`config.mk`:
```
export PLATFORM = sky130hd
export DESIGN_NAME = seg7_scan_driver
export DESIGN_NICKNAME = d
export VERILOG_FILES = /design/src/rtl/seg7_scan_driver.sv
export SDC_FILE = /design/constraint.sdc
export NUM_CORES = 1
export LEC_CHECK = 0
export ABC_AREA = 1
export BUFFER_PORTS_ARGS = -buffer_cell sky130_fd_sc_hd__buf_2
export CAP_MARGIN = 30
export CORE_UTILIZATION = 45
export CTS_CLUSTER_DIAMETER = 200
export DETAILED_ROUTE_END_ITERATION = 12
export PLACE_DENSITY_LB_ADDON = 0.2
export RECOVER_POWER = 100
export SETUP_SLACK_MARGIN = 0.1
export SLEW_MARGIN = 20
export SYNTH_ARGS = -nofsm -noshare
export SYNTH_HDL_FRONTEND = slang
export SYNTH_SLANG_ARGS = --single-unit
```
`constraint.sdc`:
```
create_clock -name clk -period 2.5 [get_ports clk]
set_input_delay 0.5 -clock clk [delete_from_list [all_inputs] [get_ports clk]]
set_output_delay 0.5 -clock clk [all_outputs]
set_load 0.01 [all_outputs]
```
`src/rtl/seg7_scan_driver.sv`:
```
`timescale 1ns/1ps
`default_nettype none
// ============================================================================
// Module      : seg7_scan_driver
// Description : Time-multiplexed driver for an N-digit common-anode
//               seven-segment display. Digit values, decimal-point flags and
//               a leading-zero-blank flag are captured on a load strobe into
//               a pending buffer and promoted to the active buffer only at a
//               frame boundary, so a displayed frame never tears. Each digit
//               slot lasts CLK_DIV cycles. The first GUARD cycles of a slot
//               keep everything dark, which stops the previous digit's
//               segments from ghosting onto the next one.
// Ports       : clk        - system clock
//               rst        - synchronous reset, active-high
//               numbers    - packed digit values, bits [4i+3:4i] = digit i
//               dp_mask    - decimal point enable per digit
//               blank_lz   - enable leading-zero blanking
//               load       - one-cycle capture strobe
//               seg        - segments h g f e d c b a (h = dp), 0 = lit
//               sel        - digit select, one-hot-low, 1 = off
//               frame_done - one-cycle pulse when the last slot ends
// Revision    : 1.0 - initial release
// ============================================================================
module seg7_scan_driver #(
    parameter int NUM_DIGITS = 4,
    parameter int CLK_DIV    = 50000,
    parameter int GUARD      = 2,
    parameter int HEX_EN     = 0
) (
    input  logic                      clk,
    input  logic                      rst,
    input  logic [4*NUM_DIGITS-1:0]   numbers,
    input  logic [NUM_DIGITS-1:0]     dp_mask,
    input  logic                      blank_lz,
    input  logic                      load,
    output logic [7:0]                seg,
    output logic [NUM_DIGITS-1:0]     sel,
    output logic                      frame_done
);

    localparam int CNT_W = $clog2(CLK_DIV);
    localparam int IDX_W = ($clog2(NUM_DIGITS) > 1) ? $clog2(NUM_DIGITS) : 1;

    localparam logic [CNT_W-1:0]      c_cnt_last = CNT_W'(CLK_DIV - 1);
    localparam logic [CNT_W-1:0]      c_guard    = CNT_W'(GUARD);
    localparam logic [IDX_W-1:0]      c_idx_last = IDX_W'(NUM_DIGITS - 1);
    localparam logic [NUM_DIGITS-1:0] c_sel_one  = NUM_DIGITS'(1);

    // Scan state
    logic [CNT_W-1:0]        r_cnt;
    logic [IDX_W-1:0]        r_idx;
    logic                    r_frame_done;

    // Pending (written by load) and active (displayed) buffers
    logic [4*NUM_DIGITS-1:0] r_pend_num;
    logic [NUM_DIGITS-1:0]   r_pend_dp;
    logic                    r_pend_blz;
    logic                    r_pend_valid;
    logic [4*NUM_DIGITS-1:0] r_act_num;
    logic [NUM_DIGITS-1:0]   r_act_dp;
    logic                    r_act_blz;

    // Registered outputs
    logic [7:0]              r_seg;
    logic [NUM_DIGITS-1:0]   r_sel;

    logic                    w_cnt_last;
    logic                    w_wrap;
    logic                    w_guard;
    logic [NUM_DIGITS-1:0]   w_blank;
    logic [3:0]              w_cur_val;
    logic                    w_cur_dp;
    logic                    w_cur_blank;
    logic [7:0]              w_seg_nxt;
    logic [NUM_DIGITS-1:0]   w_sel_nxt;

    // Segment pattern gfedcba, active-low. Values 10-15 only reach this
    // function in the hex build; the decimal build overrides them later.
    function automatic logic [6:0] f_glyph(input logic [3:0] v);
        logic [6:0] g;
        case (v)
            4'd0:    g = 7'b1000000;
            4'd1:    g = 7'b1111001;
            4'd2:    g = 7'b0100100;
            4'd3:    g = 7'b0110000;
            4'd4:    g = 7'b0011001;
            4'd5:    g = 7'b0010010;
            4'd6:    g = 7'b0000010;
            4'd7:    g = 7'b1111000;
            4'd8:    g = 7'b0000000;
            4'd9:    g = 7'b0010000;
            4'd10:   g = 7'b0001000;
            4'd11:   g = 7'b0000011;
            4'd12:   g = 7'b1000110;
            4'd13:   g = 7'b0100001;
            4'd14:   g = 7'b0000110;
            default: g = 7'b0001110;
        endcase
        return g;
    endfunction

    assign w_cnt_last = (r_cnt == c_cnt_last);
    assign w_wrap     = w_cnt_last && (r_idx == c_idx_last);
    assign w_guard    = (r_cnt < c_guard);

    // Digit i (i>0) is blank when it and every digit above it are zero.
    // Walk from the top digit down, keeping a running "all zero so far".
    always_comb begin
        logic v_run;
        w_blank = '0;
        v_run   = 1'b1;
        for (int i = NUM_DIGITS - 1; i >= 1; i--) begin
            v_run      = v_run & (r_act_num[4*i +: 4] == 4'd0);
            w_blank[i] = r_act_blz & v_run;
        end
    end

    // Pick the fields of the digit currently being scanned
    always_comb begin
        w_cur_val   = 4'd0;
        w_cur_dp    = 1'b0;
        w_cur_blank = 1'b0;
        for (int i = 0; i < NUM_DIGITS; i++) begin
            if (r_idx == IDX_W'(i)) begin
                w_cur_val   = r_act_num[4*i +: 4];
                w_cur_dp    = r_act_dp[i];
                w_cur_blank = w_blank[i];
            end
        end
    end

    always_comb begin
        w_seg_nxt = 8'hFF;
        w_sel_nxt = '1;
        if (!w_guard) begin
            w_sel_nxt = ~(c_sel_one << r_idx);
            if (w_cur_blank) begin
                w_seg_nxt = {~w_cur_dp, 7'h7F};
            end else if ((HEX_EN == 0) && (w_cur_val >= 4'd10)) begin
                // Undefined glyph: every segment including dp lit
                w_seg_nxt = 8'h00;
            end else begin
                w_seg_nxt = {~w_cur_dp, f_glyph(w_cur_val)};
            end
        end
    end

    always_ff @(posedge clk) begin
        if (rst) begin
            r_cnt        <= '0;
            r_idx        <= '0;
            r_frame_done <= 1'b0;
            r_pend_num   <= '0;
            r_pend_dp    <= '0;
            r_pend_blz   <= 1'b0;
            r_pend_valid <= 1'b0;
            r_act_num    <= '0;
            r_act_dp     <= '0;
            r_act_blz    <= 1'b0;
            r_seg        <= 8'hFF;
            r_sel        <= '1;
        end else begin
            r_cnt <= w_cnt_last ? '0 : r_cnt + CNT_W'(1);
            if (w_cnt_last) begin
                r_idx <= (r_idx == c_idx_last) ? '0 : r_idx + IDX_W'(1);
            end
            r_frame_done <= w_wrap;

            if (load) begin
                r_pend_num <= numbers;
                r_pend_dp  <= dp_mask;
                r_pend_blz <= blank_lz;
            end

            // Promotion uses the pre-edge pending content, so a load landing
            // on the wrap edge is kept for the following frame.
            if (w_wrap && r_pend_valid) begin
                r_act_num <= r_pend_num;
                r_act_dp  <= r_pend_dp;
                r_act_blz <= r_pend_blz;
            end

            if (load) begin
                r_pend_valid <= 1'b1;
            end else if (w_wrap) begin
                r_pend_valid <= 1'b0;
            end

            r_seg <= w_seg_nxt;
            r_sel <= w_sel_nxt;
        end
    end

    assign seg        = r_seg;
    assign sel        = r_sel;
    assign frame_done = r_frame_done;

endmodule
`default_nettype wire
```
==> run metrics <==
run status=finished, final reports clean; Initial Util=47.1%; ys flop type=dfxtp_1; final wirelength=6850 um; Synth Cell Area=3250 um2; number of diodes=0; Total Nets Final=522; GR Layer Usage met2=30.6%; Port Buf Inserts=36; chip width=87.0 um; drc violations=0; All-Layer GR Usage=19.8%; Async SR Flop Fraction=0%; CP Cell Sequence=inv_1, ha_1, inv_2, nand3_1, a21oi_2, inv_1, ha_1, inv_1, nand3_1, o21bai_2, nand3_1, nand2_1; Req. time, crit path=2780 ps; routing usage on met1=27.2%; Placer Congestion=0.932; Least-Margin Pin Slew=741 ps; fillcell total=712; CTS tree=yes; final instance area=3700 um2; post-synthesis sequential area ratio=45.5%; Synth cell types=26; vias in the first global route=2663; fin crit period=2200 ps; Max Slew Vio Count=0; CP bufs+invs=4; detailed placement HPWL=4820 um; Synth Area in Adders=4.62%; relative max-transition margin=50.6%; Die Span Y=87.0 um; crit path max fanout=7; simple-gate share of the synthesized area=30.8%; synthesized flop and latch total=74; EDFF count, synth=0; Min-Delay Path Class=primary input to register; Placed Area=3510 um2; first-pass GRT wire length=11800 um; worst stage delay on the critical path=390 ps; Fin Setup TNS=0 ps; WL/cell=11.7 um; slowest cell on the critical path=dfxtp_1; crit end category=register; critical path class=register to register; CTS clock-pin slew for the worst setup and hold paths=80 ps; period utilisation layout=88.0%; CORE AREA=6910 um2; final hold vios=0; RSZ-0062 raised after global routing=false; DR pass1 iterations=4; io pins=37; CTS Buffer Depth=2; Max Cap Viol=0; VDD IR-drop max=335 uV; WP data arrival=2480 ps; Row Count=30; FMAX=454 MHz; synthesized instance count=450; Skew-Pair Late Insertion Delay=340 ps; drt first-iter violations=148; met3 Use GR=3.70%; final setup vio count=0; Area Overhead vs Synth=13.7%; crit start category=register; Syn Nets=486; Setup Skew=12.0 ps; largest net degree at the start of global routing=23; vias per inst=4.89; antenna violations before repair=0; Synth area leaders=dfxtp_1, nor2_1, nand2_1; die area=7570 um2; Routed Antenna Nets=0; largest family of logic cells by synthesized area=simple AND/OR/NAND/NOR gates; top cell type's share of synthesized area=45.5%; Most Used Layer, Global Route=met2; Static Leak=1.62 nW; synthesis warning total=0; most frequent cell after synthesis=nor2_1; clk root buf=clkbuf_8; GRT overflow=0; via count=2866; pwr dens=635 nW/um2; Synth Area per Inst=7.23 um2; CP delay by family, top=adder cells; TritonCTS Sinks=74; storage element area=1480 um2; Post-synth top cells=nor2_1, dfxtp_1, nand2_1; Post-Synth XOR/XNOR Area=0%; Compound-Gate Fraction of Synth Area=12.4%; fraction of layout cells with a size suffix above 1=10.6%; area leader, netlist=dfxtp_1; Inserted Clock Buffers=9; Multi-input gate area=1550 um2; CTS H-Tree Depth=3; mux share of post-synthesis cell area=0%
-- stage by stage --
stage                     util, %  power [W]  setup slack, ps  cells  hold WS, ps
after floorplan                 -    0.00133              536    450          418
after global placement       50.8    0.00137              318    571          434
after detailed placement     50.8    0.00137              209    571          440
after CTS                    53.9    0.00238              176    586          368
after global routing         53.6    0.00244             77.8    586          369
final                        53.6    0.00235              299    586          379
-- worst paths after layout --
path | from | to | slack, ps | cells past startpoint
setup / recovery | r_idx[0]$_SDFFE_PP0N_ | seg[1]$_SDFF_PP1_ | 300 | 12
hold reg to reg | r_cnt[0]$_SDFF_PP0_ | r_cnt[0]$_SDFF_PP0_ | 450 | 1
setup reg to reg | r_idx[0]$_SDFFE_PP0N_ | seg[1]$_SDFF_PP1_ | 300 | 12
hold / removal | blank_lz | r_pend_blz$_SDFFE_PP0P_ | 380 | 3
-- power breakdown --
part | switching [W] | internal (W) | leakage, nW
combinational | 0.0000651 | 0.0000417 | 0.919
sequential | 0.0000176 | 0.00122 | 0.604
clock | 0.000447 | 0.000560 | 0.102
-- final cells by class --
type | instances | area share, %
multi-input cells | 324 | 41.9
repair buffers | 40 | 5.21
clock buffers | 9 | 3.35
clock inverters | 6 | 2.50
flip-flops and latches | 74 | 40.0
inverters | 37 | 3.75
well taps | 96 | 3.25
-- metal layers --
metal,up-vias,routed length (um)
met2,60,2930
met4,0,91
met3,6,252
li1,1528,-
met1,1272,3570
met5,-,0
-- worst reg2reg max path: cells and delay by family (launching register included) --
family,cells,cell delay [ps]
AOI/OAI and AO/OA,2,480
adders and majority gates,2,490
buffers and inverters,4,430
DFF,1,390
and+or+nand+nor,4,340
-- state kept, by name, indices dropped and copies added (netlist names) --
signal        cells
r_pend_valid      1
seg               8
sel               4
r_cnt            16
r_idx             2
r_act_blz         1
r_pend_blz        1
r_act_num        16
frame_done        1
r_pend_dp         4
r_pend_num       16
r_act_dp          4
-- placed cells by master, fill, tap and decap left out --
cell type	Yosys	layout
nor2_1	112	113
dfxtp_1	74	74
nand2_1	71	72
o21ai_0	33	52
inv_1	30	33
nand3_1	30	30
buf_2	4	22
a21oi_1	20	19
clkbuf_1	9	14
ha_1	12	12
clkbuf_8	0	9
nand4_1	7	7
inv_2	7	4
nor3_1	4	4
buf_4	0	4
nor4_1	3	3
o21a_1	2	2
nor3b_1	2	2
bufinv_16	0	2
clkinvlp_4	0	2
clkinv_4	0	2
a21oi_2	0	1
nor2_8	1	1
nand4_2	1	1
o21ai_1	20	1
a21boi_2	1	1
or2_2	1	1
o21bai_2	1	1
nor4_2	1	1
-- cells by family (layout without fill, tap and decap cells) --
kind of cell,Yosys count,after routing
compound gates,77,77
fa+ha+maj,12,12
simple gates,235,235
buf+inv,52,92
flops,74,74
-- what timing repair did --
item                                    4_1_cts  5_1_grt
endpoints found under the setup margin        0        6
gates resized for setup                       0        2
hold buffers                                  0        0
hold endpoints to repair                      0        0
setup buffers                                 0        0
(Power assumes the default switching activity.)
